<file path="config.mk">
export PLATFORM = sky130hd
export DESIGN_NAME = clk_div_ctrl
export DESIGN_NICKNAME = d
export VERILOG_FILES = /design/src/rtl/clk_div_ctrl_pkg.sv /design/src/rtl/clk_div_settle_cnt.sv /design/src/rtl/clk_div_ctrl.sv
export SDC_FILE = /design/constraint.sdc
export NUM_CORES = 1
export LEC_CHECK = 0
export ABC_AREA = 1
export CORE_ASPECT_RATIO = 0.75
export CORE_MARGIN = 2
export CORE_UTILIZATION = 52
export DETAILED_ROUTE_END_ITERATION = 7
export GPL_TIMING_DRIVEN = 0
export PLACE_DENSITY = 0.79
export SLEW_MARGIN = 10
export SYNTH_ARGS = -nofsm -noshare
export SYNTH_HDL_FRONTEND = slang
export SYNTH_HIERARCHICAL = 1
export SYNTH_SLANG_ARGS = --single-unit
</file>
<file path="constraint.sdc">
create_clock -name i_ref_clk -period 2.3 [get_ports i_ref_clk]
set_input_delay 0.46 -clock i_ref_clk [delete_from_list [all_inputs] [get_ports i_ref_clk]]
set_output_delay 0.46 -clock i_ref_clk [all_outputs]
set_load 0.01 [all_outputs]
</file>
<file path="src/rtl/clk_div_ctrl_pkg.sv">
// ============================================================================
// Module      : clk_div_ctrl_pkg
// Description : Shared state encoding and defaults for the divider controller.
// Revision    : 1.0 - initial release
// ============================================================================
`default_nettype none

package clk_div_ctrl_pkg;

    localparam logic [7:0] c_DEFAULT_RATIO = 8'd8;
    localparam logic [7:0] c_MAX_RATIO     = 8'd255;
    localparam int         c_SETTLE_CYC    = 4;
    localparam int         c_CNT_W         = 4;

    typedef enum logic [2:0] {
        ST_IDLE  = 3'd0,
        ST_RUN   = 3'd1,
        ST_DRAIN = 3'd2,
        ST_LOAD  = 3'd3,
        ST_HOLD  = 3'd4
    } state_t;

endpackage

`default_nettype wire

</file>
<file path="src/rtl/clk_div_settle_cnt.sv">
// ============================================================================
// Module      : clk_div_settle_cnt
// Description : Loadable down-counter with zero flag, used to time the drain.
// Revision    : 1.0 - initial release
// ============================================================================
`default_nettype none

module clk_div_settle_cnt #(
    parameter int CNT_W = 4
) (
    input  logic             i_ref_clk,
    input  logic             i_rst_n,
    input  logic             i_load,
    input  logic [CNT_W-1:0] i_load_val,
    input  logic             i_dec,
    output logic             o_zero
);

    logic [CNT_W-1:0] r_count;

    // Count saturates at zero so a lingering decrement request is harmless.
    always_ff @(posedge i_ref_clk or negedge i_rst_n) begin
        if (!i_rst_n) begin
            r_count <= '0;
        end else if (i_load) begin
            r_count <= i_load_val;
        end else if (i_dec && (r_count != '0)) begin
            r_count <= r_count - CNT_W'(1);
        end
    end

    assign o_zero = (r_count == '0);

endmodule

`default_nettype wire

</file>
<file path="src/rtl/clk_div_ctrl.sv">
// ============================================================================
// Module      : clk_div_ctrl
// Description : Sequences safe divider ratio changes: drain, load, hold, resume.
// Revision    : 1.0 - initial release
// ============================================================================
`default_nettype none

module clk_div_ctrl
    import clk_div_ctrl_pkg::*;
#(
    parameter int                 RATIO_W       = 8,
    parameter logic [RATIO_W-1:0] DEFAULT_RATIO = RATIO_W'(c_DEFAULT_RATIO),
    parameter logic [RATIO_W-1:0] MAX_RATIO     = RATIO_W'(c_MAX_RATIO),
    parameter int                 SETTLE_CYC    = c_SETTLE_CYC
) (
    input  logic               i_ref_clk,
    input  logic               i_rst_n,
    input  logic               i_enable,
    input  logic               i_req_valid,
    input  logic [RATIO_W-1:0] i_req_ratio,
    output logic               o_req_ready,
    output logic               o_clk_en,
    output logic [RATIO_W-1:0] o_div_ratio,
    output logic               o_busy,
    output logic               o_done,
    output logic               o_err
);

    localparam logic [c_CNT_W-1:0] c_SETTLE_LOAD = c_CNT_W'(SETTLE_CYC - 1);

    state_t               r_state;
    state_t               w_state_nxt;
    logic [RATIO_W-1:0]   r_ratio;
    logic                 w_accept;
    logic                 w_legal;
    logic                 w_cnt_load;
    logic                 w_cnt_dec;
    logic                 w_cnt_zero;

    assign w_accept   = i_req_valid & o_req_ready;
    // Widened compare keeps the upper bound meaningful even at MAX_RATIO = all ones.
    assign w_legal    = (i_req_ratio != '0) && ({1'b0, i_req_ratio} <= {1'b0, MAX_RATIO});
    assign w_cnt_load = w_accept & w_legal & (r_state == ST_RUN);
    assign w_cnt_dec  = (r_state == ST_DRAIN);

    clk_div_settle_cnt #(
        .CNT_W      (c_CNT_W)
    ) u_settle_cnt (
        .i_ref_clk  (i_ref_clk),
        .i_rst_n    (i_rst_n),
        .i_load     (w_cnt_load),
        .i_load_val (c_SETTLE_LOAD),
        .i_dec      (w_cnt_dec),
        .o_zero     (w_cnt_zero)
    );

    always_comb begin
        w_state_nxt = r_state;
        case (r_state)
            ST_IDLE: begin
                if (w_accept) begin
                    if (w_legal) w_state_nxt = ST_LOAD;
                end else if (i_enable) begin
                    w_state_nxt = ST_RUN;
                end
            end
            ST_RUN: begin
                if (w_accept) begin
                    if (w_legal) w_state_nxt = ST_DRAIN;
                end else if (!i_enable) begin
                    w_state_nxt = ST_IDLE;
                end
            end
            ST_DRAIN: begin
                if (w_cnt_zero) w_state_nxt = ST_LOAD;
            end
            ST_LOAD: begin
                w_state_nxt = ST_HOLD;
            end
            ST_HOLD: begin
                w_state_nxt = i_enable ? ST_RUN : ST_IDLE;
            end
            default: begin
                w_state_nxt = ST_IDLE;
            end
        endcase
    end

    // Outputs are decoded from the next state so they line up with r_state.
    always_ff @(posedge i_ref_clk or negedge i_rst_n) begin
        if (!i_rst_n) begin
            r_state     <= ST_IDLE;
            r_ratio     <= DEFAULT_RATIO;
            o_div_ratio <= DEFAULT_RATIO;
            o_clk_en    <= 1'b0;
            o_req_ready <= 1'b1;
            o_busy      <= 1'b0;
            o_done      <= 1'b0;
            o_err       <= 1'b0;
        end else begin
            r_state     <= w_state_nxt;
            o_clk_en    <= (w_state_nxt == ST_RUN);
            o_req_ready <= (w_state_nxt == ST_IDLE) || (w_state_nxt == ST_RUN);
            o_busy      <= (w_state_nxt == ST_DRAIN) || (w_state_nxt == ST_LOAD) ||
                           (w_state_nxt == ST_HOLD);
            o_done      <= (r_state == ST_HOLD);
            o_err       <= w_accept & ~w_legal;
            if (w_accept && w_legal) begin
                r_ratio <= i_req_ratio;
            end
            if (w_state_nxt == ST_LOAD) begin
                o_div_ratio <= (r_state == ST_IDLE) ? i_req_ratio : r_ratio;
            end
        end
    end

endmodule

`default_nettype wire

</file>
# Yosys cells after proc, flatten, opt, wreduce, memory -nomap -nowiden
# Index checks and enable logic that the tools add are counted.
# totals
reg_bits	28
latchBits	0
mem_bits_rw	0
romBits	0
inputBits	12
elab_cells	46
n_memories	0
# classes
n_addsub	1
mul	0
div	0
n_lt_le_gt_ge	0
eq_ne	8
shifts	0
muxes	12
n_bitwise	5
n_reduce_logical	11
# op_table
cell	count
$mux 3	7
$pmux 3 s5	1
$eq 3x2->1 const B	4
$mux 4	2
$mux 8	1
$reduce_bool 8->1	1
$eq 3x1->1 const B	2
$eq 3x3->1 const B	2
$logic_not 3->1	2
$and 1x1->1	4
$logic_not 4->1	1
$reduce_bool 4->1	1
$sub 4x1->4 const B	1
$logic_or 1x1->1	3
$logic_and 1x1->1	2
$reduce_bool 2->1	1
$mux 1	1
$not 1->1	1

# Logic depth before layout (Yosys ltp)
# logic_depth
ltp_word	7
depth_mapped	11
mapped_depth_nobuf	11

# Cells and area by module
# The synthesis kept the hierarchy.
# by_module_without_submodules
module	instances	cells_each	area_each_um2	seq_area_each_um2
clk_div_ctrl	1	133	1161.1	604.3
clk_div_settle_cnt	1	46	295.3	100.1

# Worst setup path after synthesis
# No wires, ideal clock.
# synth_path
kind	flip-flop to flip-flop
from	reg o_req_ready
to	reg u_settle_cnt.r_count[3]
arrival_ns	1.612
required_ns	2.184
slack_ns	0.571
stages_incl_launch_ff	12
cell_sequence	dfstp_2 > nand2_1 > inv_1 > o21ai_4 > inv_2 > nand3_4 > nor2_1 > inv_2 > nand3b_1 > nand2_1 > clkinv_1 > nand2_1
# synth_between
elab_chain_len	4
word_cells_on_any_way	5
cone_classes	mux (1); bitwise (3); reduce/logical (1)
# synth_rtl
element	line	source
start: declaration	clk_div_ctrl.sv:21	output logic o_req_ready,
start signal: assignment	clk_div_ctrl.sv:103	o_req_ready <= (w_state_nxt == ST_IDLE) || (w_state_nxt == ST_RUN);
$and 1x1->1 (*)	clk_div_ctrl.sv:40	assign w_accept = i_req_valid & o_req_ready;
$and 1x1->1 (*) (2 in series)	clk_div_ctrl.sv:43	assign w_cnt_load = w_accept & w_legal & (r_state == ST_RUN);
named net w_cnt_load	clk_div_ctrl.sv:36	logic w_cnt_load;
$mux 4 / $reduce_bool 2->1 (equally long branches)	-	
end signal: assignment	clk_div_settle_cnt.sv:26	r_count <= i_load_val;
end signal: assignment	clk_div_settle_cnt.sv:28	r_count <= r_count - CNT_W'(1);
end: declaration	clk_div_settle_cnt.sv:19	logic [CNT_W-1:0] r_count;
# Mark *: on every way through the listed nets, which the timed path passes. The rest lies on a longest branch.
# A chain may end at the register's enable or synchronous reset.

# Final worst setup path
# layout_path
from	in i_req_ratio[6]
to	reg u_settle_cnt.r_count[2]
# layout_between
elab_chain_len	4
word_cells_on_any_way	5
cone_classes	mux (1); bitwise (2); reduce/logical (2)
# layout_rtl
element	line	source
start: declaration	clk_div_ctrl.sv:20	input logic [RATIO_W-1:0] i_req_ratio,
$reduce_bool 8->1 (*)	clk_div_ctrl.sv:42	assign w_legal = (i_req_ratio != '0) && ({1'b0, i_req_ratio} <= {1'b0, MAX_RATIO});
$and 1x1->1 (*) (2 in series)	clk_div_ctrl.sv:43	
named net w_cnt_load	clk_div_ctrl.sv:36	
$mux 4 / $reduce_bool 2->1 (equally long branches)	-	
# Marked as above.

==> flow_metrics.tcl <==
set metrics [dict create \
    die_w_um 65.11 \
    antenna_found_initial 0 \
    port_buffers 24 \
    syn_area_per_cell_um2 8.136 \
    area_growth_pct 23.02 \
    cp_max_fo 9 \
    num_vias 1218 \
    fillCellCount 226 \
    yosysUniqueCellTypes 24 \
    dp_hpwl_um 2206 \
    ys_seq_area_frac 0.4837 \
    pwr-share-seq 0.356 \
    cts_htree_levels 1 \
    hold_path_class "in2async" \
    ys_ff_latch 28 \
    drc 0 \
    dp_slack_ns -0.1301 \
    multi_input_area_um2 659.4 \
    crit_path_start "i_req_ratio[6]" \
    tightest_slew_ns 0.6045 \
    die_area_um2 3244 \
    skew_ns 0.002638 \
    endpoint_kind "flip-flop" \
    grt_pass1_wl_um 4940 \
    status "completed" \
    synth_edf_count 0 \
    power.density_nw_per_um2 1337 \
    cpPeakStageDelay_ns 0.53 \
    io_pins 25 \
    cpMostUsedCell "nand2_1" \
    critPathKind "in2reg" \
    nets 223 \
    synth_area_leaders "dfrtp_1 43%, nand2_1 15%, o21ai_0 6.2%" \
    peakVddDrop_v 0.0007192 \
    switching_share 0.4339 \
    cap_viol_max_count 0 \
    power_frac_comb 0.531 \
    clkTransAtPathRegs_ns 0.09 \
    max_freq_mhz 495.8 \
    die_h_um 49.83 \
    root_buffer "clkbuf_8" \
    cts_hold_buffers 0 \
    cp.arrival_ns 2.19 \
    track_usage 0.2065 \
    first_iter_violations 55 \
    initial_utilization 0.5511 \
    p_int_mw 1.356 \
    regArea_um2 704.4 \
    routed_wl_um 2931 \
    grt_max_degree 29 \
    synth_cells 179 \
    period_share 0.8770 \
    hold_viol 0 \
    ys.flop_type "dfrtp_1" \
    slew_headroom 0.5970 \
    min_period_ns 2.017 \
    drive_gt1_frac 0.1627 \
    n_antenna_cell 0 \
    synth_top_area_frac 0.4296 \
    vias_per_cell 4.971 \
    cp-start-kind "input pin" \
    synth_area_um2 1456 \
    slowest_stage "clkdlybuf4s50_1" \
    insertion_delay_ns 0.28 \
    cts_tree "done" \
    rows 16 \
    gp_congestion 0.7934 \
    p_leak_nw 0.8934 \
    async_flop_share 1.000 \
    post_cts.repair.setup_buffers 0 \
    switchingPower_mw 1.040 \
    clkPwrFrac 0.113 \
    cts_sinks 28 \
    ys_top_cells_by_count "59 x nand2_1, 25 x dfrtp_1, 19 x inv_1" \
    cts_buffers 3 \
    grt_pass1_vias 1156 \
    wire_per_inst_um 11.96 \
    ant_nets 0 \
    grt_setup_unrepaired "no" \
    cts.path.max_buffers 2 \
    setup_violations 0 \
    yosys_warnings 6 \
    grt_overflow 0 \
    synth_most_common_cell "nand2_1" \
    crit-reg2reg-launch "o_req_ready$_DFF_PN1_" \
    worstPathRequired_ns 2.48 \
    final_area_um2 1792 \
    coreArea_um2 2643 \
    drt_first_pass_iters 4 \
    fin_setup_tns_ns 0 \
    post_dp_cell_area_um2 1749 \
    yosys.area.top_type "dfrtp_1" \
    path_cells "clkdlybuf4s50_1 > nor2_2 > nand2_2 > o21ai_4 > inv_2 > nand3_4 > nor2_2 > inv_2 > nand2_1 > nand2_1 > nand2_1 > nand2_1" \
    maxSlewViolCount 0 \
    layout_setup_ws_ns 0.2829 \
]
[worst paths after layout]
kind	to	slack [ns]	cells after the start
worst min-delay path	o_div_ratio[2]$_DFFE_PN0N_	0.18	1
worst max register to register	u_settle_cnt/r_count[2]$_DFFE_PN0P_	0.40	11
worst max-delay path	u_settle_cnt/r_count[2]$_DFFE_PN0P_	0.28	12
worst min register to register	o_div_ratio[3]$_DFFE_PN1N_	0.47	2
min in group i_ref_clk	o_div_ratio[3]$_DFFE_PN1N_	0.47	2
max in group asynchronous	u_settle_cnt/r_count[0]$_DFFE_PN0P_	1.73	1
[flip-flops by register name, indices dropped and copies added, names as in the netlist]
name,count
o_req_ready,1
o_busy,1
r_ratio,8
o_clk_en,1
o_err,1
u_settle_cnt/r_count,4
r_state,3
o_done,1
o_div_ratio,8
[power by group through the flow]
stage / combinational [mW] / sequential [mW] / clock, mW
after floorplan: 0.835 / 0.884 / 0
after global placement: 1.21 / 0.847 / 0
after detailed placement: 1.27 / 0.864 / 0
after CTS: 1.28 / 0.854 / 0.279
after global routing: 1.44 / 0.878 / 0.298
final: 1.27 / 0.853 / 0.270
[stage by stage]
stage / utilization / std cells / total power, mW / hold slack (ns)
floorplan: - / 181 / 1.719 / 0.1644
global placement: 0.6619 / 241 / 2.061 / 0.4517
detailed placement: 0.6619 / 241 / 2.129 / 0.4576
CTS: 0.6790 / 245 / 2.410 / 0.4738
global route: 0.6780 / 245 / 2.616 / 0.2254
finish: 0.6780 / 245 / 2.396 / 0.1831
[kinds of logic after synthesis]
family | share of synthesized area
compound gates | 0.07990
fa+ha+maj | 0.008590
buf+inv | 0.07044
flops | 0.4837
other cells | 0.005157
simple gates | 0.3522
[area by class of cell]
| type | instances | share of cell area |
|---|---|---|
| clock buffers | 4 | 0.02514 |
| well taps | 36 | 0.02514 |
| inverters | 25 | 0.05237 |
| flip-flops and latches | 28 | 0.3932 |
| plain buffers | 2 | 0.004888 |
| repair buffers | 24 | 0.1313 |
| multi-input cells | 126 | 0.3680 |
[worst max-delay path: cells and delay by family]
| kind | cells | cell delay, ns |
|---|---|---|
| and+or+nand+nor | 8 | 0.86 |
| buffers and inverters | 3 | 0.76 |
| AOI/OAI and AO/OA | 1 | 0.11 |
[placed cells by master (no fill, tap or decap), types with 2 or more instances in the layout]
cell type	Yosys	routed
clkbuf_1	1	2
inv_1	19	19
nand2_4	2	2
o21ai_0	18	18
dfrtp_1	25	25
nor3_1	2	2
nand2_2	7	7
inv_2	5	5
nor2_2	4	5
clkdlybuf4s50_1	0	23
clkbuf_8	0	3
nand2_1	59	59
buf_2	1	2
dfstp_2	3	3
nand3_1	11	11
a21oi_1	2	2
nand3b_1	2	2
conb_1	2	4
nor2_1	7	6
nand2_8	3	3
[per-layer routing]
metal	track usage	routed length [µm]	share of wire
met1	0.2537	1341	0.46
met2	0.3333	1360	0.46
met3	0.05479	136	0.046
met4	0.1111	93	0.032
met5	0	0	0
[timing repair]
item,CTS,global route
resized for setup,0,1
endpoints found under the hold margin,0,0
setup endpoints to repair,0,2
Power figures use the tool's default switching activity.
